<file path="src/rtl/ps2_atom_pkg.sv">
// Shared types and constants for the PS/2 to Acorn Atom keyboard bridge:
// receiver states, scancode prefixes, modifier codes and the key matrix map.
package ps2_atom_pkg;

  typedef enum logic [1:0] {StIdle, StData, StParity, StStop} rx_state_e;

  localparam logic [7:0] CodeE0 = 8'hE0;
  localparam logic [7:0] CodeF0 = 8'hF0;
  localparam logic [7:0] CodeE1 = 8'hE1;
  localparam logic [7:0] CodeAa = 8'hAA;
  localparam logic [7:0] CodeFa = 8'hFA;

  localparam logic [7:0] CodeLShift = 8'h12;
  localparam logic [7:0] CodeRShift = 8'h59;
  localparam logic [7:0] CodeCtrl   = 8'h14;
  localparam logic [7:0] CodeAlt    = 8'h11;

  localparam int unsigned NumRows = 10;
  localparam int unsigned NumCols = 6;

  typedef struct packed {
    logic       hit;
    logic [3:0] row;
    logic [2:0] col;
  } key_pos_t;

  function automatic key_pos_t kp(input logic [3:0] r, input logic [2:0] c);
    key_pos_t k;
    k.hit = 1'b1;
    k.row = r;
    k.col = c;
    return k;
  endfunction

  // Index is {ext, scancode}; anything not listed is a miss.
  function automatic key_pos_t keymap_lookup(input logic ext, input logic [7:0] code);
    key_pos_t k;
    k = '0;
    case ({ext, code})
      9'h023: k = kp(4'd0, 3'd4);  // D
      9'h021: k = kp(4'd1, 3'd4);  // C
      9'h032: k = kp(4'd2, 3'd4);  // B
      9'h01C: k = kp(4'd3, 3'd4);  // A
      9'h00E: k = kp(4'd4, 3'd4);  // @
      9'h05D: k = kp(4'd5, 3'd4);  // backslash
      9'h05B: k = kp(4'd6, 3'd4);  // ]
      9'h054: k = kp(4'd7, 3'd4);  // [
      9'h01A: k = kp(4'd8, 3'd4);  // Z
      9'h022: k = kp(4'd9, 3'd4);  // X
      9'h035: k = kp(4'd0, 3'd3);  // Y
      9'h01D: k = kp(4'd1, 3'd3);  // W
      9'h02A: k = kp(4'd2, 3'd3);  // V
      9'h03C: k = kp(4'd3, 3'd3);  // U
      9'h02C: k = kp(4'd4, 3'd3);  // T
      9'h175: k = kp(4'd5, 3'd3);  // Up
      9'h01B: k = kp(4'd6, 3'd3);  // S
      9'h02D: k = kp(4'd7, 3'd3);  // R
      9'h015: k = kp(4'd8, 3'd3);  // Q
      9'h04D: k = kp(4'd9, 3'd3);  // P
      9'h044: k = kp(4'd0, 3'd2);  // O
      9'h031: k = kp(4'd1, 3'd2);  // N
      9'h03A: k = kp(4'd2, 3'd2);  // M
      9'h04B: k = kp(4'd3, 3'd2);  // L
      9'h042: k = kp(4'd4, 3'd2);  // K
      9'h03B: k = kp(4'd5, 3'd2);  // J
      9'h043: k = kp(4'd6, 3'd2);  // I
      9'h033: k = kp(4'd7, 3'd2);  // H
      9'h034: k = kp(4'd8, 3'd2);  // G
      9'h02B: k = kp(4'd9, 3'd2);  // F
      9'h024: k = kp(4'd0, 3'd5);  // E
      9'h016: k = kp(4'd1, 3'd5);  // 1
      9'h01E: k = kp(4'd2, 3'd5);  // 2
      9'h026: k = kp(4'd3, 3'd5);  // 3
      9'h025: k = kp(4'd4, 3'd5);  // 4
      9'h02E: k = kp(4'd5, 3'd5);  // 5
      9'h036: k = kp(4'd6, 3'd5);  // 6
      9'h03D: k = kp(4'd7, 3'd5);  // 7
      9'h03E: k = kp(4'd8, 3'd5);  // 8
      9'h046: k = kp(4'd9, 3'd5);  // 9
      9'h045: k = kp(4'd0, 3'd1);  // 0
      9'h04E: k = kp(4'd1, 3'd1);  // -
      9'h055: k = kp(4'd2, 3'd1);  // =
      9'h04C: k = kp(4'd3, 3'd1);  // ;
      9'h041: k = kp(4'd4, 3'd1);  // ,
      9'h049: k = kp(4'd5, 3'd1);  // .
      9'h05A: k = kp(4'd6, 3'd1);  // Return
      9'h04A: k = kp(4'd7, 3'd1);  // /
      9'h066: k = kp(4'd8, 3'd1);  // Backspace -> DELETE
      9'h076: k = kp(4'd9, 3'd1);  // Esc
      9'h00D: k = kp(4'd0, 3'd0);  // Tab
      9'h16B: k = kp(4'd1, 3'd0);  // Left
      9'h174: k = kp(4'd2, 3'd0);  // Right
      9'h172: k = kp(4'd3, 3'd0);  // Down
      9'h058: k = kp(4'd4, 3'd0);  // Caps Lock
      9'h052: k = kp(4'd5, 3'd0);  // '
      9'h171: k = kp(4'd6, 3'd0);  // Delete
      9'h005: k = kp(4'd7, 3'd0);  // F1 -> COPY
      9'h169: k = kp(4'd8, 3'd0);  // End
      9'h029: k = kp(4'd9, 3'd0);  // Space
      default: k = '0;
    endcase
    return k;
  endfunction

endpackage

</file>
<file path="src/rtl/ps2_atom_keymap.sv">
// Combinational scancode to Atom matrix position lookup.
module ps2_atom_keymap
  import ps2_atom_pkg::*;
(
  input  logic       ext,
  input  logic [7:0] code,
  output logic       hit,
  output logic [3:0] key_row,
  output logic [2:0] key_col
);

  key_pos_t pos;

  always_comb begin
    pos = keymap_lookup(ext, code);
  end

  assign hit     = pos.hit;
  assign key_row = pos.row;
  assign key_col = pos.col;

endmodule

</file>
<file path="src/rtl/ps2_atom_keyboard.sv">
// PS/2 keyboard receiver and scancode decoder producing the Atom 10x6 key
// matrix, the active-low column read for the PIA and the modifier lines.
module ps2_atom_keyboard
  import ps2_atom_pkg::*;
#(
  parameter int unsigned CLKSPEED       = 25000000,
  parameter int unsigned FILTER_LEN     = 8,
  parameter int unsigned TIMEOUT_CYCLES = CLKSPEED / 500
) (
  input  logic       clk,
  input  logic       reset_n,
  input  logic       ps2_clk,
  input  logic       ps2_data,
  input  logic [3:0] row,
  output logic [5:0] keyboard,
  output logic       shift_n,
  output logic       ctrl_n,
  output logic       rept_n,
  output logic       frame_err
);

  localparam int unsigned FiltW = $clog2(FILTER_LEN + 1);
  localparam int unsigned TmoW  = $clog2(TIMEOUT_CYCLES + 1);

  // Input conditioning
  logic             clk_s1_q, clk_s2_q, dat_s1_q, dat_s2_q;
  logic             clk_filt_q, clk_filt_d;
  logic [FiltW-1:0] filt_cnt_q, filt_cnt_d;
  logic             fe;

  // Receiver
  rx_state_e       state_q, state_d;
  logic [2:0]      bitcnt_q, bitcnt_d;
  logic [7:0]      shift_q, shift_d;
  logic            parity_q, parity_d;
  logic [TmoW-1:0] tmo_q, tmo_d;
  logic            rx_valid_q, rx_valid_d;
  logic [7:0]      rx_byte_q;
  logic            frame_err_q, frame_err_d;

  // Decoder
  logic [NumRows-1:0][NumCols-1:0] matrix_q, matrix_d;
  logic       ext_q, ext_d, rel_q, rel_d;
  logic [2:0] skip_q, skip_d;
  logic       lshift_q, lshift_d, rshift_q, rshift_d;
  logic       ctrl_q, ctrl_d, alt_q, alt_d;
  logic       hit;
  logic [3:0] key_row;
  logic [2:0] key_col;

  // The filtered level only moves after FILTER_LEN consecutive disagreeing samples.
  always_comb begin
    clk_filt_d = clk_filt_q;
    filt_cnt_d = '0;
    fe         = 1'b0;
    if (clk_s2_q != clk_filt_q) begin
      if (filt_cnt_q == FiltW'(FILTER_LEN - 1)) begin
        clk_filt_d = clk_s2_q;
        fe         = clk_filt_q;
      end else begin
        filt_cnt_d = filt_cnt_q + FiltW'(1);
      end
    end
  end

  always_comb begin
    state_d     = state_q;
    bitcnt_d    = bitcnt_q;
    shift_d     = shift_q;
    parity_d    = parity_q;
    rx_valid_d  = 1'b0;
    frame_err_d = 1'b0;
    if (state_q == StIdle || fe) begin
      tmo_d = '0;
    end else begin
      tmo_d = tmo_q + TmoW'(1);
    end

    if (fe) begin
      case (state_q)
        StIdle: begin
          if (!dat_s2_q) begin
            state_d  = StData;
            bitcnt_d = '0;
          end
        end
        StData: begin
          shift_d  = {dat_s2_q, shift_q[7:1]};
          bitcnt_d = bitcnt_q + 3'd1;
          if (bitcnt_q == 3'd7) begin
            state_d = StParity;
          end
        end
        StParity: begin
          parity_d = dat_s2_q;
          state_d  = StStop;
        end
        StStop: begin
          if (dat_s2_q && (^{shift_q, parity_q})) begin
            rx_valid_d = 1'b1;
          end else begin
            frame_err_d = 1'b1;
          end
          state_d = StIdle;
        end
        default: state_d = StIdle;
      endcase
    end else if (state_q != StIdle && tmo_q == TmoW'(TIMEOUT_CYCLES - 1)) begin
      frame_err_d = 1'b1;
      state_d     = StIdle;
      tmo_d       = '0;
    end
  end

  ps2_atom_keymap u_keymap (
    .ext     (ext_q),
    .code    (rx_byte_q),
    .hit     (hit),
    .key_row (key_row),
    .key_col (key_col)
  );

  always_comb begin
    matrix_d = matrix_q;
    ext_d    = ext_q;
    rel_d    = rel_q;
    skip_d   = skip_q;
    lshift_d = lshift_q;
    rshift_d = rshift_q;
    ctrl_d   = ctrl_q;
    alt_d    = alt_q;
    if (rx_valid_q) begin
      if (skip_q != 3'd0) begin
        skip_d = skip_q - 3'd1;
      end else begin
        case (rx_byte_q)
          CodeE0: ext_d = 1'b1;
          CodeF0: rel_d = 1'b1;
          CodeE1: skip_d = 3'd7;
          CodeAa, CodeFa: begin
            matrix_d = '0;
            lshift_d = 1'b0;
            rshift_d = 1'b0;
            ctrl_d   = 1'b0;
            alt_d    = 1'b0;
            ext_d    = 1'b0;
            rel_d    = 1'b0;
          end
          default: begin
            if (!ext_q && rx_byte_q == CodeLShift) begin
              lshift_d = !rel_q;
            end else if (!ext_q && rx_byte_q == CodeRShift) begin
              rshift_d = !rel_q;
            end else if (!ext_q && rx_byte_q == CodeCtrl) begin
              ctrl_d = !rel_q;
            end else if (!ext_q && rx_byte_q == CodeAlt) begin
              alt_d = !rel_q;
            end else if (hit && key_row < 4'(NumRows) && key_col < 3'(NumCols)) begin
              matrix_d[key_row][key_col] = !rel_q;
            end
            ext_d = 1'b0;
            rel_d = 1'b0;
          end
        endcase
      end
    end
  end

  always_ff @(posedge clk) begin
    if (!reset_n) begin
      clk_s1_q    <= 1'b1;
      clk_s2_q    <= 1'b1;
      dat_s1_q    <= 1'b1;
      dat_s2_q    <= 1'b1;
      clk_filt_q  <= 1'b1;
      filt_cnt_q  <= '0;
      state_q     <= StIdle;
      bitcnt_q    <= '0;
      shift_q     <= '0;
      parity_q    <= 1'b0;
      tmo_q       <= '0;
      rx_valid_q  <= 1'b0;
      rx_byte_q   <= '0;
      frame_err_q <= 1'b0;
      matrix_q    <= '0;
      ext_q       <= 1'b0;
      rel_q       <= 1'b0;
      skip_q      <= '0;
      lshift_q    <= 1'b0;
      rshift_q    <= 1'b0;
      ctrl_q      <= 1'b0;
      alt_q       <= 1'b0;
    end else begin
      clk_s1_q    <= ps2_clk;
      clk_s2_q    <= clk_s1_q;
      dat_s1_q    <= ps2_data;
      dat_s2_q    <= dat_s1_q;
      clk_filt_q  <= clk_filt_d;
      filt_cnt_q  <= filt_cnt_d;
      state_q     <= state_d;
      bitcnt_q    <= bitcnt_d;
      shift_q     <= shift_d;
      parity_q    <= parity_d;
      tmo_q       <= tmo_d;
      rx_valid_q  <= rx_valid_d;
      if (rx_valid_d) begin
        rx_byte_q <= shift_q;
      end
      frame_err_q <= frame_err_d;
      matrix_q    <= matrix_d;
      ext_q       <= ext_d;
      rel_q       <= rel_d;
      skip_q      <= skip_d;
      lshift_q    <= lshift_d;
      rshift_q    <= rshift_d;
      ctrl_q      <= ctrl_d;
      alt_q       <= alt_d;
    end
  end

  // Zero-latency read: the PIA samples port B in the same cycle it drives the row.
  always_comb begin
    keyboard = 6'h3F;
    if (row < 4'(NumRows)) begin
      keyboard = ~matrix_q[row];
    end
  end

  assign shift_n   = ~(lshift_q | rshift_q);
  assign ctrl_n    = ~ctrl_q;
  assign rept_n    = ~alt_q;
  assign frame_err = frame_err_q;

endmodule

</file>
<file path="config.mk">
export PLATFORM = sky130hd
export DESIGN_NAME = ps2_atom_keyboard
export DESIGN_NICKNAME = d
export VERILOG_FILES = /design/src/rtl/ps2_atom_pkg.sv /design/src/rtl/ps2_atom_keymap.sv /design/src/rtl/ps2_atom_keyboard.sv
export SDC_FILE = /design/constraint.sdc
export NUM_CORES = 1
export LEC_CHECK = 0
export ABC_AREA = 1
export CAP_MARGIN = 15
export CORE_MARGIN = 2
export CORE_UTILIZATION = 37
export CTS_BUF_LIST = sky130_fd_sc_hd__clkbuf_2
export DETAILED_ROUTE_END_ITERATION = 16
export PLACE_DENSITY = 0.51
export SETUP_SLACK_MARGIN = 0.4
export SLEW_MARGIN = 20
export SYNTH_ARGS = -nofsm -noshare
export SYNTH_HDL_FRONTEND = slang
export SYNTH_SLANG_ARGS = --single-unit
</file>
<file path="constraint.sdc">
create_clock -name clk -period 2.4 [get_ports clk]
set_input_delay 0.36 -clock clk [delete_from_list [all_inputs] [get_ports clk]]
set_output_delay 0.36 -clock clk [all_outputs]
set_load 0.02 [all_outputs]
</file>
==> results.toml, run 1 <==
[routing]
drt-initial-drc-count = 663
routed_wl_um = 26450
viasPerCell = 5.118
num_vias = 8219
drc = 0
ant_nets = 0
firstDrtPassIters = 8
wl_per_cell_um = 16.47

[grt]
grt_pass1_wl_um = 39880
grt.total_usage_pct = 25.61
grt_start_max_net_pins = 60
grt.overflow.total = 0
antenna_found_initial = 1
first_global_vias = 7513

[finish]
nFillCells = 1814
layout_common_cells = "289 x nand2_1, 172 x buf_4, 145 x nor2_1, 80 x dfxtp_1, 74 x inv_1"
final_cells = 1606
final_common_cell = "nand2_1"
fin_util_pct = 56.37
area_delta_synth_final_pct = 49.63
drive_gt1_share_pct = 37.64
nets = 1376

[clock_network]
clockBufferDepth = 2
clk_pin_slew_ns = 0.20
clock_latency_ns = 0.72
cts_tree = "built"
htreeDepth = 4
cts_buffers = 17
clock-sinks = 118
cts_root_buf = "clkbuf_2"

[logic_synthesis]
syn_avg_cell_area_um2 = 6.102
synth_edf_count = 0
ys_seq_elements = 118
synthMuxAreaShare_pct = 0.5701
netlist_instances = 1151
synth-simple-area-share_pct = 39.80
ys_warn_count = 0
ys_seq_area_share_pct = 33.64
synth_fa_ha_area_share_pct = 1.782
synth-async-reset-ratio_pct = 0
syn_area_um2 = 7023
synth_cell_type_count = 37
synth_flop_cell = "dfxtp_1"
synth_nets = 1169
synth_compound_area_share_pct = 13.36
synth_xor_xnor_area_share_pct = 2.120
synth_top_family_by_area = "simple AND/OR/NAND/NOR gates"

[run_status]
status = "finished with violations"
violations = "negative setup slack"

[timing]
rsz0062_at_grt = "yes"
tightest_slew_ns = 0.6363
fin_crit_sh_pct = 102.8
fin_skew_ns = 0.03791
finalCriticalPeriod_ns = 2.468
hold_viol = 0
finalMaxSlewViolations = 0
finalSetupViolCount = 45
setup_ws_ns = -0.06829
fmax_ghz = 0.4051
slew_headroom_pct = 57.52

[floorplan]
core_um2 = 18640
die_width_um = 141.8
start_util_pct = 37.67
dieArea_um2 = 20100
rows = 50
die_h_um = 141.8
ios = 18

[worst_setup_path]
worstPathMaxFanout = 8
crit_end = "matrix_q[24]$_SDFFE_PN0P_"
arrival_ns = 3.12
rr_worst_depth = 18
cp.required_ns = 3.05
endpoint_kind = "flop"
start_kind = "flop"
critPathKind = "reg -> reg"
r2r-end = "matrix_q[24]$_SDFFE_PN0P_"
r2r-start = "rx_byte_q[4]$_SDFFE_PN0P_"
reg2reg_slack_ns = -0.07
crit_start = "rx_byte_q[4]$_SDFFE_PN0P_"

[pwr]
switching_share_pct = 25.84
p_int_uw = 2715
pwr-share-clk_pct = 41.5
powerDensity_nw_per_um2 = 348.3
vdd_drop_max_uv = 395.9
seqPwrFrac_pct = 53.3
p_comb_share_pct = 5.2
power.switching_uw = 945.8
p_leak_uw = 0.004890

[placed_design]
io_buffers = 17
dp_hpwl_um = 18160
place_congestion = 0.9626
dp.cells = 1517

[job]
cap_violations = 0

[min_path]
hold_depth = 2
hold_class = "in -> reg"
==> cells in the mapped netlist, types with 2 or more instances <==
cell | instances | share of area [%]
nor3_1 | 11 | 0.78
o22ai_1 | 10 | 0.89
a211oi_1 | 3 | 0.32
inv_2 | 8 | 0.43
nand2_2 | 5 | 0.45
ha_1 | 10 | 1.8
dfxtp_1 | 118 | 34
nor2_1 | 192 | 10
o21ai_1 | 2 | 0.14
o21ai_0 | 60 | 4.3
nor2_2 | 7 | 0.62
xor2_1 | 11 | 1.4
o221ai_1 | 6 | 0.75
buf_1 | 2 | 0.11
nand4_1 | 3 | 0.27
nor3b_1 | 4 | 0.43
or2_2 | 5 | 0.45
a31o_2 | 2 | 0.25
xnor2_1 | 6 | 0.75
inv_1 | 92 | 4.9
mux2i_1 | 4 | 0.57
a21oi_1 | 89 | 6.3
buf_6 | 9 | 1.4
nand2_1 | 360 | 19
nand3_1 | 88 | 6.3
clkbuf_1 | 24 | 1.3
nand3b_1 | 2 | 0.21
a31oi_1 | 2 | 0.18
buf_2 | 7 | 0.50
nand3_2 | 2 | 0.29
==> per-layer routing <==
metal	global-route usage (%)	share of wire, %	vias up
met4	11.89	3.9	0
met2	41.88	48	247
li1	-	-	4125
met1	32.42	43	3782
met5	0	0	-
met3	5.332	5.4	65
==> worst min-delay path by stage <==
stage	slack [ns]	startpoint	end
final	0.18	ps2_data	dat_s1_q$_SDFF_PN1_
after global placement	0.39	clk_s1_q$_SDFF_PN1_	clk_s2_q$_SDFF_PN1_
after floorplan	0.39	clk_s1_q$_SDFF_PN1_	clk_s2_q$_SDFF_PN1_
after detailed placement	0.40	clk_s1_q$_SDFF_PN1_	clk_s2_q$_SDFF_PN1_
after global routing	0.12	ps2_clk	clk_s1_q$_SDFF_PN1_
after CTS	0.13	ps2_data	dat_s1_q$_SDFF_PN1_
==> flip-flops by register name (all words and copies together), names as in the netlist, 2 cells and up <==
register,count
tmo_q,16
state_q,2
matrix_q,60
rx_byte_q,8
bitcnt_q,3
shift_q,8
filt_cnt_q,4
skip_q,3
==> area by class of cell <==
type / instances / area, µm² / area share [%]
diodes: 1 / 2.502 / 0.02381
clock buffers: 19 / 95.09 / 0.9049
clock inverters: 13 / 181.4 / 1.726
inverters: 101 / 405.4 / 3.858
multi-input cells: 891 / 4926 / 46.87
flip-flops and latches: 118 / 2447 / 23.29
well taps: 234 / 292.8 / 2.786
repair buffers: 229 / 2158 / 20.54
==> repair_timing <==
item | in CTS | in global routing
setup endpoints to repair | 75 | 99
gates resized for setup | 224 | 188
hold buffers | 0 | 0
pin swaps | 34 | 57
gates cloned | 7 | 6
buffers inserted | 35 | 8
==> cells by family (layout without fill, tap and decap cells) <==
group / Yosys count / in the layout
buffers and inverters: 143 / 362
AND/OR/NAND/NOR: 683 / 684
XOR/XNOR: 17 / 17
AO/OA/AOI/OAI: 176 / 176
other: 0 / 1
flip-flops: 118 / 118
adder cells (fa/ha/maj): 10 / 10
multiplexers: 4 / 4
==> power groups by stage <==
stage	combinational [µW]	sequential (µW)	clock, µW
after floorplan	90.4	2010	0
after global placement	165	2010	0
after detailed placement	166	2010	0
after CTS	169	1950	1550
after global routing	207	1950	1640
final	191	1950	1520
==> worst max-delay path: stages (launching register included) <==
cell and delay [ns]:
dfxtp_4 0.44, nand2_4 0.12, inv_4 0.05, nand3_4 0.07
buf_12 0.14, nor2_4 0.04, nor2_2 0.13, nand3_1 0.09
nor2_1 0.15, nand2_2 0.08, nor2_1 0.13, nand2_1 0.12
nand2_2 0.12, buf_6 0.16, nand2_8 0.10, clkbuf_16 0.19
nand2_1 0.07, nand2_1 0.07, a21oi_2 0.11
==> through the flow <==
step	hold WS, ns	area, µm²	setup WS (ns)	setup TNS (ns)	power [µW]
2_1_floorplan	0.3925	7023	0.4024	0	2097
3_3_place_gp	0.3937	8492	-0.3062	-4.269	2173
3_5_place_dp	0.3981	8492	-0.3304	-4.111	2173
4_1_cts	0.1296	9714	0.04340	0	3674
5_1_grt	0.1196	10510	-0.1548	-5.298	3794
6_report	0.1823	10510	-0.06829	-1.358	3661
(Power assumes the default switching activity.)
==> inputs of run 2 (changes only) <==
--- a/config.mk
+++ b/config.mk
@@ -6,14 +6,11 @@
 export NUM_CORES = 1
 export LEC_CHECK = 0
 export ABC_AREA = 1
-export CAP_MARGIN = 15
 export CORE_MARGIN = 2
 export CORE_UTILIZATION = 37
 export CTS_BUF_LIST = sky130_fd_sc_hd__clkbuf_2
 export DETAILED_ROUTE_END_ITERATION = 16
-export PLACE_DENSITY = 0.51
 export SETUP_SLACK_MARGIN = 0.4
-export SLEW_MARGIN = 20
 export SYNTH_ARGS = -nofsm -noshare
 export SYNTH_HDL_FRONTEND = slang
 export SYNTH_SLANG_ARGS = --single-unit
==> results.toml, run 2 (synthesis gave the netlist of run 1 again) <==
[clock_network]
clockBufferDepth = 2
clock_latency_ns = 0.69
htreeDepth = 4
hold_buffers = 0
clock-sinks = 118
cts_buffers = 17
clk_pin_slew_ns = 0.19
cts_root_buf = "clkbuf_2"
cts_tree = "built"

[timing]
slew_headroom_pct = 59.59
tightest_slew_ns = 0.6054
fin_skew_ns = 0.03303
rsz0062_at_grt = "yes"
hold_viol = 0
finalSetupTns_ns = -0.4411
fin_crit_sh_pct = 101.9
finalCriticalPeriod_ns = 2.446
fmax_ghz = 0.4088
finalSetupViolCount = 21
setup_ws_ns = -0.04628
finalMaxSlewViolations = 0

[grt]
antenna_found_initial = 1
busiest_layer = "met2"
first_global_vias = 7675
grt.met2_usage_pct = 42.41
met3_usage_pct = 4.624
grt_pass1_wl_um = 40300
grt_start_max_net_pins = 60
grt.overflow.total = 0
grt.total_usage_pct = 25.80
grt_use_met1_pct = 32.81

[finish]
area_delta_synth_final_pct = 54.66
largestRegisters = "matrix_q (60), tmo_q (16)"
nFillCells = 1740
drive_gt1_share_pct = 39.55
final_cells = 1623
final_common_cell = "nand2_1"
largest_reg_flops = 60
largest-register = "matrix_q"
nets = 1394
final_area_um2 = 10860
layout_common_cells = "276 x nand2_1, 179 x buf_4, 141 x nor2_1"

[worst_setup_path]
critPathKind = "reg -> reg"
reg2reg_slack_ns = -0.05
cp.required_ns = 3.04
rr_worst_depth = 19
worstPathMaxFanout = 8
start_kind = "flop"
endpoint_kind = "flop"
arrival_ns = 3.08
r2r-end = "matrix_q[47]$_SDFFE_PN0P_"
r2r-start = "rx_byte_q[5]$_SDFFE_PN0P_"

[floorplan]
core_um2 = 18640
ios = 18
rows = 50
dieArea_um2 = 20100
die_h_um = 141.8
start_util_pct = 37.67
die_width_um = 141.8

[run_status]
status = "finished with violations"
violations = "negative setup slack"

[placed_design]
place_congestion = 1.009
io_buffers = 17
place_area_um2 = 8452
dp.cells = 1505
dp_hpwl_um = 17210

[min_path]
hold_depth = 2
min_to = "dat_s1_q$_SDFF_PN1_"
hold_class = "in -> reg"
min_from = "ps2_data"

[routing]
routed_wl_um = 26970
viasPerCell = 5.190
firstDrtPassIters = 8
num_vias = 8424
ant_nets = 0
drt-initial-drc-count = 713
wl_per_cell_um = 16.62
drc = 0

[pwr]
p_leak_uw = 0.005178
powerDensity_nw_per_um2 = 329.8
vdd_drop_max_uv = 323.2

[job]
cap_violations = 0
==> run 2: cell count changes in the layout (fill, tap and decap cells not counted), sizes merged <==
cell,delta
buf,+20
clkbuf,-2
clkinv,-1
clkinvlp,-1
dlygate4sd2,+1
==> run 2: through the flow <==
stage / utilization (%) / worst slack (ns) / power, µW / hold WS (ns)
6_report: 58.26 / -0.04628 / 3582 / 0.2248
2_1_floorplan: - / 0.4024 / 2097 / 0.3925
3_3_place_gp: 45.34 / -0.2712 / 2166 / 0.3944
4_1_cts: 53.02 / 0.002844 / 3618 / 0.1486
5_1_grt: 58.26 / -0.1169 / 3739 / 0.1716
3_5_place_dp: 45.34 / -0.2934 / 2167 / 0.3981
==> run 2: worst max path at each step <==
| stage | end | slack [ns] | depth (start not counted) | startpoint |
|---|---|---|---|---|
| after global placement | keyboard[4] | -0.27 | 8 | row[0] |
| after CTS | matrix_q[6]$_SDFFE_PN0P_ | 0.003 | 19 | rx_byte_q[5]$_SDFFE_PN0P_ |
| final | matrix_q[47]$_SDFFE_PN0P_ | -0.05 | 19 | rx_byte_q[5]$_SDFFE_PN0P_ |
| after detailed placement | keyboard[4] | -0.29 | 8 | row[0] |
| after floorplan | matrix_q[10]$_SDFFE_PN0P_ | 0.40 | 16 | rx_byte_q[2]$_SDFFE_PN0P_ |
| after global routing | matrix_q[47]$_SDFFE_PN0P_ | -0.12 | 19 | rx_byte_q[5]$_SDFFE_PN0P_ |
==> run 2: timing repair <==
item,CTS,global route
gates cloned,11,3
setup endpoints to repair,76,82
pin swaps,40,72
setup buffers,41,31
gates resized for setup,251,187
==> run 2: per-layer routing <==
layer / up-vias / share of wire (%)
met5: - / 0
met4: 0 / 5.2
met3: 98 / 6.8
met2: 306 / 47
met1: 3866 / 41
li1: 4154 / -
==> run 2: report_power, final <==
group	leakage, µW	switching [µW]	internal [µW]
Clock	0.000155	764	679
Sequential	0.000977	1.88	1950
Combinational	0.00405	109	79.8
Total	0.00518	875	2710
==> run 2: final cells by class <==
type / count / area, µm² / area share [%]
multi-input combinational: 891 / 4984 / 45.88
tap: 234 / 292.8 / 2.696
clock inverter: 11 / 157.7 / 1.451
sequential: 118 / 2450 / 22.55
timing repair buffer: 247 / 2475 / 22.79
clock buffer: 20 / 100.1 / 0.9216
inverter: 101 / 400.4 / 3.686
antenna: 1 / 2.502 / 0.02304
==> run 2: worst max-delay path: stages, from the launching register on <==
cell and delay (ns):
dfxtp_4 0.43, buf_6 0.12, inv_6 0.03, nand2_2 0.09, nor2_2 0.07, buf_6 0.13, nand3_1 0.14, nand3_1 0.11
nor2_2 0.11, nand2_2 0.10, nor2_4 0.13, nand2_2 0.09, nand2_4 0.08, buf_6 0.13, nand2_8 0.11, buf_12 0.16
buf_16 0.13, nand2_2 0.05, nand2_1 0.05, a21oi_1 0.13
==> inputs of run 3 (changes only) <==
--- a/config.mk
+++ b/config.mk
@@ -10,6 +10,7 @@
 export CORE_UTILIZATION = 37
 export CTS_BUF_LIST = sky130_fd_sc_hd__clkbuf_2
 export DETAILED_ROUTE_END_ITERATION = 16
+export GPL_ROUTABILITY_DRIVEN = 0
 export SETUP_SLACK_MARGIN = 0.4
 export SYNTH_ARGS = -nofsm -noshare
 export SYNTH_HDL_FRONTEND = slang
==> results.toml, run 3 (synthesis gave the netlist of run 1 again) <==
[run_status]
status = "finished with violations"
violations = "negative setup slack"

[pwr]
pwr-share-clk_pct = 40.8
power_uw = 3607
p_leak_uw = 0.005555
p_comb_share_pct = 5.1
power.switching_uw = 907.9
vdd_drop_max_uv = 449.6
p_int_uw = 2699
switching_share_pct = 25.17
seqPwrFrac_pct = 54.1
powerDensity_nw_per_um2 = 318.8

[routing]
ant_nets = 0
drc = 0
firstDrtPassIters = 6
viasPerCell = 5.355
num_vias = 8724
drt-initial-drc-count = 672
wl_per_cell_um = 16.69
routed_wl_um = 27190

[placed_design]
dp_hpwl_um = 16820
io_buffers = 17
place_ws_ns = -0.2818

[floorplan]
start_util_pct = 37.67
die_h_um = 141.8
die_width_um = 141.8
ios = 18
dieArea_um2 = 20100
core_um2 = 18640
rows = 50

[timing]
whs_ns = 0.1998
finalMaxSlewViolations = 0
hold_viol = 0
tightest_slew_ns = 0.5135
rsz0062_at_grt = "yes"
fin_crit_sh_pct = 106.5
setup_ws_ns = -0.1562
fin_skew_ns = 0.03811
fmax_ghz = 0.3912
finalSetupViolCount = 60
slew_headroom_pct = 65.72
finalCriticalPeriod_ns = 2.556

[clock_network]
clock-sinks = 118
cts_root_buf = "clkbuf_2"
clockBufferDepth = 2
htreeDepth = 4
cts_tree = "built"
clock_latency_ns = 0.70
clk_pin_slew_ns = 0.20
cts_buffers = 17
hold_buffers = 0

[min_path]
min_from = "ps2_clk"
min_to = "clk_s1_q$_SDFF_PN1_"
hold_depth = 2
hold_class = "in -> reg"

[finish]
nets = 1399
nFillCells = 1591
layout_common_cells = "194 x nand2_1, 191 x buf_4, 141 x nor2_1, 122 x nand2_2, 74 x inv_1"
largestRegisters = "matrix_q (60), tmo_q (16)"
area_delta_synth_final_pct = 61.09
multi_input_area_um2 = 5455
drive_gt1_share_pct = 47.99
final_common_cell = "nand2_1"
fin_util_pct = 60.68
largest_reg_flops = 60
register_area_um2 = 2450
largest-register = "matrix_q"

[worst_setup_path]
endpoint_kind = "flop"
start_kind = "flop"
arrival_ns = 3.15
rr_worst_depth = 20
reg2reg_slack_ns = -0.16
cp.required_ns = 3.00
r2r-start = "rx_byte_q[2]$_SDFFE_PN0P_"
worstPathMaxFanout = 6
r2r-end = "matrix_q[16]$_SDFFE_PN0P_"
critPathKind = "reg -> reg"

[grt]
first_global_vias = 7925
antenna_found_initial = 1
grt_pass1_wl_um = 41340
grt.total_usage_pct = 26.16
grt_start_max_net_pins = 60
grt.overflow.total = 0

[job]
cap_violations = 0
## run 3: changes by cell type in the layout (fill, tap and decap cells not counted), moves of 8 or more
cell,delta
nand2_1,-82
nand2_2,+60
a21oi_1,-20
a21oi_2,+20
nand2_4,+18
buf_4,+12
nand3_1,-8
nand3_2,+8
## run 3: worst max-delay path by stage
stage                                   start                   endpoint  cells past startpoint
finish              rx_byte_q[2]$_SDFFE_PN0P_  matrix_q[16]$_SDFFE_PN0P_                     20
global route        rx_byte_q[5]$_SDFFE_PN0P_   matrix_q[0]$_SDFFE_PN0P_                     19
CTS                 rx_byte_q[5]$_SDFFE_PN0P_  matrix_q[59]$_SDFFE_PN0P_                     18
detailed placement                     row[1]                keyboard[2]                      8
global placement                       row[0]                keyboard[2]                      9
floorplan           rx_byte_q[2]$_SDFFE_PN0P_  matrix_q[10]$_SDFFE_PN0P_                     16
## run 3: repair_timing
item | in CTS | in global routing
setup endpoints to repair | 74 | 97
pin swaps | 74 | 95
hold endpoints to repair | 0 | 0
setup buffers | 47 | 27
gates resized for setup | 350 | 233
gates cloned | 11 | 3
## run 3: power by group through the flow
stage,Sequential [µW],Clock [µW],Combinational [µW]
6_report,1950,1470,183
5_1_grt,1950,1590,199
4_1_cts,1960,1500,161
3_5_place_dp,2010,0,158
3_3_place_gp,2010,0,155
2_1_floorplan,2010,0,90.4
## run 3: worst max-delay path: stages (launching register included)
cell	delay (ns)
dfxtp_4	0.43
inv_1	0.06
nand2_1	0.10
inv_2	0.10
nand2_8	0.10
buf_12	0.11
nor2_4	0.04
nor2_2	0.13
nand3_1	0.10
nor2_1	0.16
nand2_2	0.11
nor2_2	0.12
nand2_2	0.12
nand2_4	0.10
buf_6	0.11
nand2_8	0.06
buf_12	0.16
buf_12	0.14
nand2_2	0.04
nand2_1	0.05
a21oi_1	0.15
## run 3: cell type report
type	count	area share (%)
timing repair inverter	1	0.04424
clock buffer	18	0.7963
timing repair buffer	252	21.51
clock inverter	14	1.626
tap	234	2.588
inverter	101	3.539
sequential	118	21.65
antenna	1	0.02212
multi-input combinational	890	48.22
## run 3: metal layers
| metal | share of wire [%] | GRT usage (%) |
|---|---|---|
| met1 | 41 | 33.24 |
| met2 | 47 | 42.62 |
| met3 | 6.9 | 4.894 |
| met4 | 5.9 | 13.05 |
| met5 | 0 | 0 |
## run 3: per-stage QoR
stage | instance area (µm²) | TNS (ns) | std cells
floorplan | 7023 | 0 | 1151
global placement | 8462 | -2.471 | 1508
detailed placement | 8462 | -2.379 | 1508
CTS | 10250 | 0 | 1598
global route | 11310 | -9.433 | 1629
finish | 11310 | -5.155 | 1629
